`config.mk`:
```
export PLATFORM = sky130hd
export DESIGN_NAME = keyboard_port_controller
export DESIGN_NICKNAME = d
export VERILOG_FILES = /design/src/rtl/sap2_kbd_pkg.sv /design/src/rtl/kbd_debounce.sv /design/src/rtl/keyboard_port_controller.sv
export SDC_FILE = /design/constraint.sdc
export NUM_CORES = 1
export LEC_CHECK = 0
export ABC_AREA = 1
export CORE_MARGIN = 5
export CORE_UTILIZATION = 47
export DETAILED_ROUTE_END_ITERATION = 6
export PLACE_DENSITY_LB_ADDON = 0.3
export SYNTH_ARGS = -nofsm -noshare
export SYNTH_HDL_FRONTEND = slang
export SYNTH_SLANG_ARGS = --single-unit
```
`constraint.sdc`:
```
create_clock -name CLK -period 1.5 [get_ports CLK]
set_input_delay 0.3 -clock CLK [delete_from_list [all_inputs] [get_ports CLK]]
set_output_delay 0.3 -clock CLK [all_outputs]
set_load 0.005 [all_outputs]
```
`src/rtl/sap2_kbd_pkg.sv`:
```
// ---------------------------------------------------------------------------
// sap2_kbd_pkg
// Shared definitions for the hex keyboard input-port controller.
//   kbd_state_t    : debounce FSM state encoding
//   KBD_RESET_DATA : value of the port-1 data lines after reset
// ---------------------------------------------------------------------------
package sap2_kbd_pkg;

    typedef enum logic [1:0] {
        IDLE         = 2'd0,
        PRESS_DB     = 2'd1,
        RELEASE_WAIT = 2'd2,
        RELEASE_DB   = 2'd3
    } kbd_state_t;

    localparam logic [7:0] KBD_RESET_DATA = 8'h00;

endpackage

```
`src/rtl/kbd_debounce.sv`:
```
// ---------------------------------------------------------------------------
// kbd_debounce
// Debounces the raw key_strobe from the hex encoder. A press is accepted
// once the strobe has been high for DEBOUNCE_CYCLES consecutive cycles; the
// key must then be seen low for DEBOUNCE_CYCLES consecutive cycles before
// another press can be recognised, so a held key gives one acceptance.
//
// Ports:
//   CLK          in   clock, posedge
//   CLR          in   synchronous reset, active-high
//   key_strobe   in   raw, bouncy key-down
//   accept_pulse out  one-cycle pulse; key_code must be sampled on the
//                     posedge that ends this cycle
//   state        out  current FSM state (debug visibility)
// ---------------------------------------------------------------------------
module kbd_debounce
    import sap2_kbd_pkg::*;
#(
    parameter int DEBOUNCE_CYCLES = 4,
    parameter int CNT_W           = 8
) (
    input  logic       CLK,
    input  logic       CLR,
    input  logic       key_strobe,
    output logic       accept_pulse,
    output kbd_state_t state
);

    localparam logic [CNT_W-1:0] LAST   = CNT_W'(DEBOUNCE_CYCLES - 1);
    localparam logic [CNT_W-1:0] ONE    = CNT_W'(1);
    localparam logic [CNT_W-1:0] MAXCNT = '1;
    // With a one-cycle debounce the first high (or low) sample is already
    // enough, so the *_DB states are skipped entirely.
    localparam bit SINGLE = (DEBOUNCE_CYCLES == 1);

    logic [CNT_W-1:0] count;
    logic [CNT_W-1:0] count_inc;

    // Saturating increment: the counter never wraps back into the
    // debounce window.
    assign count_inc = (count == MAXCNT) ? count : count + ONE;

    // Acceptance is decoded from registered state so the top level can
    // capture key_code on the very edge that completes the debounce.
    always_comb begin
        accept_pulse = 1'b0;
        case (state)
            IDLE:     accept_pulse = key_strobe && SINGLE;
            PRESS_DB: accept_pulse = key_strobe && (count == LAST);
            default:  accept_pulse = 1'b0;
        endcase
    end

    always_ff @(posedge CLK) begin
        if (CLR) begin
            state <= IDLE;
            count <= '0;
        end else begin
            case (state)
                IDLE: begin
                    if (key_strobe) begin
                        if (SINGLE) begin
                            state <= RELEASE_WAIT;
                            count <= '0;
                        end else begin
                            state <= PRESS_DB;
                            count <= ONE;
                        end
                    end
                end
                PRESS_DB: begin
                    if (!key_strobe) begin
                        state <= IDLE;
                        count <= '0;
                    end else if (count == LAST) begin
                        state <= RELEASE_WAIT;
                    end else begin
                        count <= count_inc;
                    end
                end
                RELEASE_WAIT: begin
                    if (!key_strobe) begin
                        if (SINGLE) begin
                            state <= IDLE;
                            count <= '0;
                        end else begin
                            state <= RELEASE_DB;
                            count <= ONE;
                        end
                    end
                end
                RELEASE_DB: begin
                    if (key_strobe) begin
                        state <= RELEASE_WAIT;
                    end else if (count == LAST) begin
                        state <= IDLE;
                        count <= '0;
                    end else begin
                        count <= count_inc;
                    end
                end
                default: begin
                    state <= IDLE;
                    count <= '0;
                end
            endcase
        end
    end

endmodule

```
`src/rtl/keyboard_port_controller.sv`:
```
// ---------------------------------------------------------------------------
// keyboard_port_controller
// Sequences the hex keyboard encoder feeding input port 1. Debounced
// keystrokes are assembled high nibble first into a byte, which is placed on
// port_data with ready raised (port 2 bit 0) until the CPU acknowledges it.
//
// Handshake: ready=1 means port_data holds an unread byte. The CPU reads it
// by raising acknowedge; ready drops on the next posedge and port_data keeps
// its value. acknowedge while ready=0 does nothing. Keystrokes accepted while
// an unread byte is waiting are thrown away. If an acknowledge and an
// acceptance share an edge, the acknowledge is applied first, so the new key
// is taken as the next high nibble.
//
// Build option: KBD_OVERRUN_EN -- when defined, a discarded keystroke sets the
// sticky overrun flag (cleared only by CLR); when undefined overrun is 0.
//
// Ports:
//   CLK            in   clock, posedge
//   CLR            in   synchronous reset, active-high
//   key_code[3:0]  in   hex value, valid while key_strobe is high
//   key_strobe     in   raw, bouncy key-down
//   acknowedge     in   CPU read strobe for port 1
//   port_data[7:0] out  assembled byte
//   ready          out  byte valid
//   nibble_pending out  high nibble captured, low nibble awaited
//   overrun        out  sticky keystroke-lost flag
//   dbg_state      out  debounce FSM state (debug visibility)
// ---------------------------------------------------------------------------
module keyboard_port_controller
    import sap2_kbd_pkg::*;
#(
    parameter int DEBOUNCE_CYCLES = 4,
    parameter int CNT_W           = 8
) (
    input  logic       CLK,
    input  logic       CLR,
    input  logic [3:0] key_code,
    input  logic       key_strobe,
    input  logic       acknowedge,
    output logic [7:0] port_data,
    output logic       ready,
    output logic       nibble_pending,
    output logic       overrun,
    output kbd_state_t dbg_state
);

    logic       accept;
    logic       ack_hit;
    logic       busy;
    logic [3:0] hold_hi;

    kbd_debounce #(
        .DEBOUNCE_CYCLES (DEBOUNCE_CYCLES),
        .CNT_W           (CNT_W)
    ) u_debounce (
        .CLK          (CLK),
        .CLR          (CLR),
        .key_strobe   (key_strobe),
        .accept_pulse (accept),
        .state        (dbg_state)
    );

    // Acknowledge takes effect before acceptance on the same edge, so the
    // "still full" decision uses ready as it will be after the acknowledge.
    assign ack_hit = acknowedge && ready;
    assign busy    = ready && !acknowedge;

    always_ff @(posedge CLK) begin
        if (CLR) begin
            port_data      <= KBD_RESET_DATA;
            ready          <= 1'b0;
            nibble_pending <= 1'b0;
            hold_hi        <= 4'h0;
        end else begin
            if (ack_hit) begin
                ready <= 1'b0;
            end
            if (accept && !busy) begin
                if (!nibble_pending) begin
                    hold_hi        <= key_code;
                    nibble_pending <= 1'b1;
                end else begin
                    port_data      <= {hold_hi, key_code};
                    ready          <= 1'b1;
                    nibble_pending <= 1'b0;
                end
            end
        end
    end

`ifdef KBD_OVERRUN_EN
    always_ff @(posedge CLK) begin
        if (CLR) begin
            overrun <= 1'b0;
        end else if (accept && busy) begin
            overrun <= 1'b1;
        end
    end
`else
    assign overrun = 1'b0;
`endif

endmodule
```
; Word level (Yosys, flattened, before mapping)
; Cells that the tools add are included.
; Widths: inputs -> output; s select.
[totals]
reg_bits = 24
inputBits = 8
out_inout_bits = 13
wordCells = 50
[classes]
n_addsub = 1
eq_ne = 11
n_mux = 20
n_bitwise = 1
reduce_logical = 11
[ops]
columns = op, count
row1 = $mux 8, 7
row2 = $pmux 8 s4, 1
row3 = $mux 2, 6
row4 = $add 8x1->8 const B, 1
row5 = $eq 8x2->1 const B, 1
row6 = $eq 8x8->1 const B, 1
row7 = $pmux 2 s4, 1
row8 = $reduce_and 4->1, 2
row9 = $ne 2x2->1 const B, 3
row10 = $ne 3x2->1 const B, 2
row11 = $mux 1, 5
row12 = $eq 2x2->1 const B, 2
row13 = $logic_and 1x1->1, 4
row14 = $reduce_and 2->1, 2
row15 = $ne 3x3->1 const B, 1
row16 = $eq 2x1->1 const B, 1
row17 = $logic_not 1->1, 2
row18 = $logic_not 2->1, 1
row19 = $not 1->1, 1

; Logic depth before layout (Yosys ltp)
[logic_depth]
ltp_word = 5
mapped_depth = 10
ltp_nobuf = 10

; Hierarchy
; From an unflattened synthesis, not the netlist that was laid out.
[hier_totals]
hier_cells = 223
area_unflattened_um2 = 1380.1
[modules_own_cells]
columns = mod, instances, cells_each, area_each_um2, seq_area_each_um2
row1 = keyboard_port_controller, 1, 108, 706.9, 280.3
row2 = kbd_debounce, 1, 115, 673.1, 200.2

; Worst setup path before layout
; OpenSTA, ideal clock, no wires.
[synth_timing]
path_kind = flip-flop to flip-flop
startpoint = reg u_debounce.count[0]
endpoint = reg port_data[4]
setup_time_ns = 0.113
arrival_time_ns = 1.316
required_ns = 1.387
slack_ns = 0.070
stages_incl_launch_ff = 9
n_path_buf = 0
synth_period_minus_slack_ns = 1.430
path_cell_list = dfxtp_1 -> ha_1 -> nand2_2 -> nor2_8 -> nand3_4 -> nor2_8 -> inv_6 -> nor2_2 -> nor2_1
[synth_via]
elab_chain_cells = 5
[synth_lines]
columns = item, line
row1 = "start, declared", kbd_debounce.sv:36  ; logic [CNT_W-1:0] count;
row2 = "start signal, assigned", kbd_debounce.sv:78  ; count <= count_inc;
row3 = "start signal, assigned", kbd_debounce.sv:99  ; count <= count_inc;
row4 = $eq 8x2->1, kbd_debounce.sv:49  ; PRESS_DB: accept_pulse = key_strobe && (count == LAST);
row5 = $logic_and 1x1->1, kbd_debounce.sv:49
row6 = $mux 1, kbd_debounce.sv:47  ; case (state)
row7 = $logic_and 1x1->1, keyboard_port_controller.sv:78  ; if (accept && !busy) begin
row8 = $reduce_and 2->1 (no line), -
row9 = "end signal, assigned", keyboard_port_controller.sv:83  ; port_data <= {hold_hi, key_code};
row10 = "end, declared", keyboard_port_controller.sv:40  ; output logic [7:0] port_data,
; No other way between the ends.
; A chain may end at the register's enable or synchronous reset.

; Worst setup path after layout
[layout_timing]
startpoint = reg u_debounce.count[1]
endpoint = reg port_data[2]
; The elaborated chain is that of the path after synthesis.

==> run_results.csv <==
group,metric,value,unit
clock_network,clock_path_buffers,2,
clock_network,cts_sinks,24,
yosys,yosys.cell_count.top_type,"sky130_fd_sc_hd__nand2_1",
yosys,synthDominantCellAreaShare,36.2,%
global_route,overflow,0,
finish,nets,244,
yosys,synth_ff_type,"sky130_fd_sc_hd__dfxtp_1",
yosys,dominant_combinational_cell_family_by_area_after_synthesis,"simple AND/OR/NAND/NOR gates",
floorplanning,die_w,63.1,um
timing,final_critical_path_time_including_i_o_delays_and_setup,1480,ps
critical_path,worst-setup-path-type,"register to register",
yosys,most_area_consuming_cells_after_synthesis,"sky130_fd_sc_hd__dfxtp_1, sky130_fd_sc_hd__nand2_1, sky130_fd_sc_hd__nor2_1, sky130_fd_sc_hd__a21oi_1, sky130_fd_sc_hd__nand3_1",
routing,drt-wirelength-per-cell,13.8,um
worst_hold_path,hold_path_class,"primary input to register",
critical_path,rr_startpoint,"u_debounce.count[1]",
critical_path,cp.buffers_inverters,1,
yosys,synth-async-reset-ratio,0,%
placement,place_congestion,0.860,
critical_path,critical_path.slowest_cell,"sky130_fd_sc_hd__dfxtp_2",
timing,final_max_slew_viol_count,0,
yosys,post_synth_num_cell_types,28,
critical_path,crit_path_start_kind,"register",
critical_path,cpPeakStageDelay,390,ps
critical_path,critical_path.endpoint_type,"register",
run_status,run_status,"finished, final reports clean",
timing,tns,0,ps
routing,postRouteWirelength,3670,um
job,maxCapViolCount,0,
timing,finalHoldViolations,0,
yosys,count_of_warnings_emitted_by_yosys,0,
yosys,synth_edf_count,0,
yosys,synth_cells,187,
clock_network,cts-root-buf,"sky130_fd_sc_hd__clkbuf_4",
routing,drt_pass1_iterations,4,
pwr,power,0.00151,W
floorplanning,die_area,3990,um2
critical_path,crit_fanout,6,
floorplanning,initial_core_util,48.6,%
finish,drive_gt1_share,37.2,%
finish,diodes,0,
critical_path,critical_path_required,1730,ps
floorplanning,std_cell_rows,19,
yosys,synth.cells.most_frequent,"sky130_fd_sc_hd__nand2_1, sky130_fd_sc_hd__nor2_1, sky130_fd_sc_hd__dfxtp_1",
yosys,synth-compound-area-share,13.0,%
global_route,grt_max_degree,15,
floorplanning,die-height,63.1,um
global_route,grt_antenna_before_repair,0,
critical_path,timing.critical_path.arrival,1710,ps
yosys,synth_area,1330,um2
critical_path,cp_cell_sequence,"ha_4 -> nand2_4 -> nor2_8 -> nand3_4 -> nor2_8 -> inv_8 -> nor2_4 -> nor2_1",
timing,fmax,674,MHz
timing,report.final.setup_viol,0,
floorplanning,io_pins,21,
yosys,synth.area.mux_share,0,%
yosys,yosys.area.top_type,"sky130_fd_sc_hd__dfxtp_1",
finish,syn2layout_area_growth,45.8,%
clock_network,worstSkewPairLatency,320,ps
pwr,vdd_drop_max,717,uV
yosys,synth-adder-area-share,0.943,%
clock_network,cts.reportedPaths.clkPinSlew,150,ps
clock_network,ctsHtreeMaxLevel,1,
pwr,total_leakage_power,0.992,nW
floorplanning,floorplan.core_area,2730,um2
clock_network,cts_tree,"yes",
worst_hold_path,timing.hold.worst.start,"key_strobe",
placement,dp_hpwl,2410,um
routing,drt_iter0_drc,72,
clock_network,cts-buffers-inserted,3,
critical_path,critPathMostFrequentCell,"sky130_fd_sc_hd__nor2_8",
placement,placement.io_buffers,19,
yosys,synth_simple_gate_area_share,40.9,%
global_route,groute.usage.overall,17.4,%
routing,vias,1458,
pwr,power_density,781,nW/um2
critical_path,crit_family,"simple AND/OR/NAND/NOR gates",
yosys,post_synth_xor_area_fraction,0.660,%
timing,skew,9.84,ps
routing,viasPerCell,5.50,
yosys,mappedNetlistNets,196,
yosys,sequential_fraction_of_the_synthesis_area,36.2,%
clock_network,holdBufCountCts,0,
routing,drtAntennaViolNets,0,
routing,post-route-drc-count,0,
global_route,via_count_of_the_first_global_routing_pass,1396,
finish,num-fill-cells,201,
yosys,avgSynthCellArea,7.10,um2
critical_path,setup.worst_path.start,"u_debounce.count[1]",
timing,rsz0062_at_grt,"yes",
global_route,global_route_wire_length_before_repair,5750,um
yosys,synth-seq-cells,24,
timing,period_share,98.8,%
worst paths after layout:
path                            depth (start not counted)              to  slack [ps]
worst max-delay path                                    8    port_data[2]          20
worst min register to register                          2  nibble_pending         490
worst max register to register                          8    port_data[2]          20
worst min-delay path                                    4        register         420
sequential cells by signal (all words and copies together), names as in the netlist, named ones only:
signal	cells
port_data	8
u_debounce.state	1
ready	1
nibble_pending	1
hold_hi	4
u_debounce.count	8
where the power goes:
| part | total [W] | switching, W | internal, W |
|---|---|---|---|
| combinational | 0.000361 | 0.000186 | 0.000176 |
| clock | 0.000478 | 0.000208 | 0.000270 |
| sequential | 0.000672 | 0.0000160 | 0.000656 |
| total | 0.00151 | 0.000409 | 0.00110 |
logic make-up (layout without fill, tap and decap cells):
kind of cell | after synthesis | in the layout
and+or+nand+nor | 107 | 108
buffers and inverters | 23 | 69
other | 1 | 1
adders and majority gates | 1 | 1
DFF | 24 | 24
xor gates and xnor gates | 1 | 1
AOI/OAI and AO/OA | 30 | 30
through the flow:
step / instances / area [um2] / hold slack [ps] / setup WS (ps) / util, %
floorplan: 187 / 1330 / 378 / 70.2 / -
global placement: 248 / 1640 / 463 / -265 / 60.0
detailed placement: 248 / 1640 / 475 / -307 / 60.0
CTS: 258 / 1770 / 456 / 1.24 / 64.7
global route: 265 / 1940 / 425 / -64.2 / 70.8
finish: 265 / 1940 / 423 / 17.4 / 70.8
routing by layer:
metal | part of all wire (%) | routed length [um] | track usage (%) | vias to the layer above
li1 | - | - | - | 699
met1 | 38 | 1380 | 17.7 | 677
met2 | 54 | 1960 | 34.0 | 65
met3 | 5.5 | 203 | 3.20 | 17
met4 | 3.2 | 118 | 7.16 | 0
met5 | 0 | 0 | 0 | -
worst reg2reg max path: stages, from the launching register on:
cell and delay (ps):
sky130_fd_sc_hd__dfxtp_2 390, sky130_fd_sc_hd__ha_4 170, sky130_fd_sc_hd__nand2_4 70, sky130_fd_sc_hd__nor2_8 180, sky130_fd_sc_hd__nand3_4 150, sky130_fd_sc_hd__nor2_8 220, sky130_fd_sc_hd__inv_8 80, sky130_fd_sc_hd__nor2_4 80
sky130_fd_sc_hd__nor2_1 40
final cells by class:
class	count	area [um2]	share of cell area [%]
timing repair buffer	45	417	21.5
clock inverter	1	30.0	1.55
sequential	24	504	26.1
tap	31	38.8	2.00
timing repair inverter	1	8.76	0.452
multi-input combinational	141	833	43.1
inverter	19	81.3	4.20
clock buffer	3	22.5	1.16
cell usage in the layout (no fill, tap or decap), types with 2 or more instances in the layout:
master,netlist,routed
sky130_fd_sc_hd__nand2_1,36,35
sky130_fd_sc_hd__nor2_1,31,26
sky130_fd_sc_hd__buf_4,2,25
sky130_fd_sc_hd__a21oi_1,14,13
sky130_fd_sc_hd__dfxtp_2,0,13
sky130_fd_sc_hd__inv_1,12,12
sky130_fd_sc_hd__nand3_1,13,12
sky130_fd_sc_hd__dlymetal6s2s_1,0,11
sky130_fd_sc_hd__o21ai_1,9,10
sky130_fd_sc_hd__dfxtp_1,24,9
sky130_fd_sc_hd__nor2_4,1,8
sky130_fd_sc_hd__clkdlybuf4s50_1,0,8
sky130_fd_sc_hd__nand2_2,8,7
sky130_fd_sc_hd__nor2_2,8,7
sky130_fd_sc_hd__inv_2,6,5
sky130_fd_sc_hd__nand4_1,5,5
sky130_fd_sc_hd__nor2_8,3,3
sky130_fd_sc_hd__clkbuf_4,0,3
sky130_fd_sc_hd__nand2_4,0,2
sky130_fd_sc_hd__a21oi_2,1,2
sky130_fd_sc_hd__dfxtp_4,0,2
timing repair:
| action | CTS | global route |
|---|---|---|
| setup endpoints to repair | 17 | 36 |
| pin swaps | 3 | 7 |
| resized for setup | 12 | 40 |
| setup buffers | 5 | 6 |
| cloned | 1 | 1 |
No activity file was read; power rests on OpenSTA's default activity.
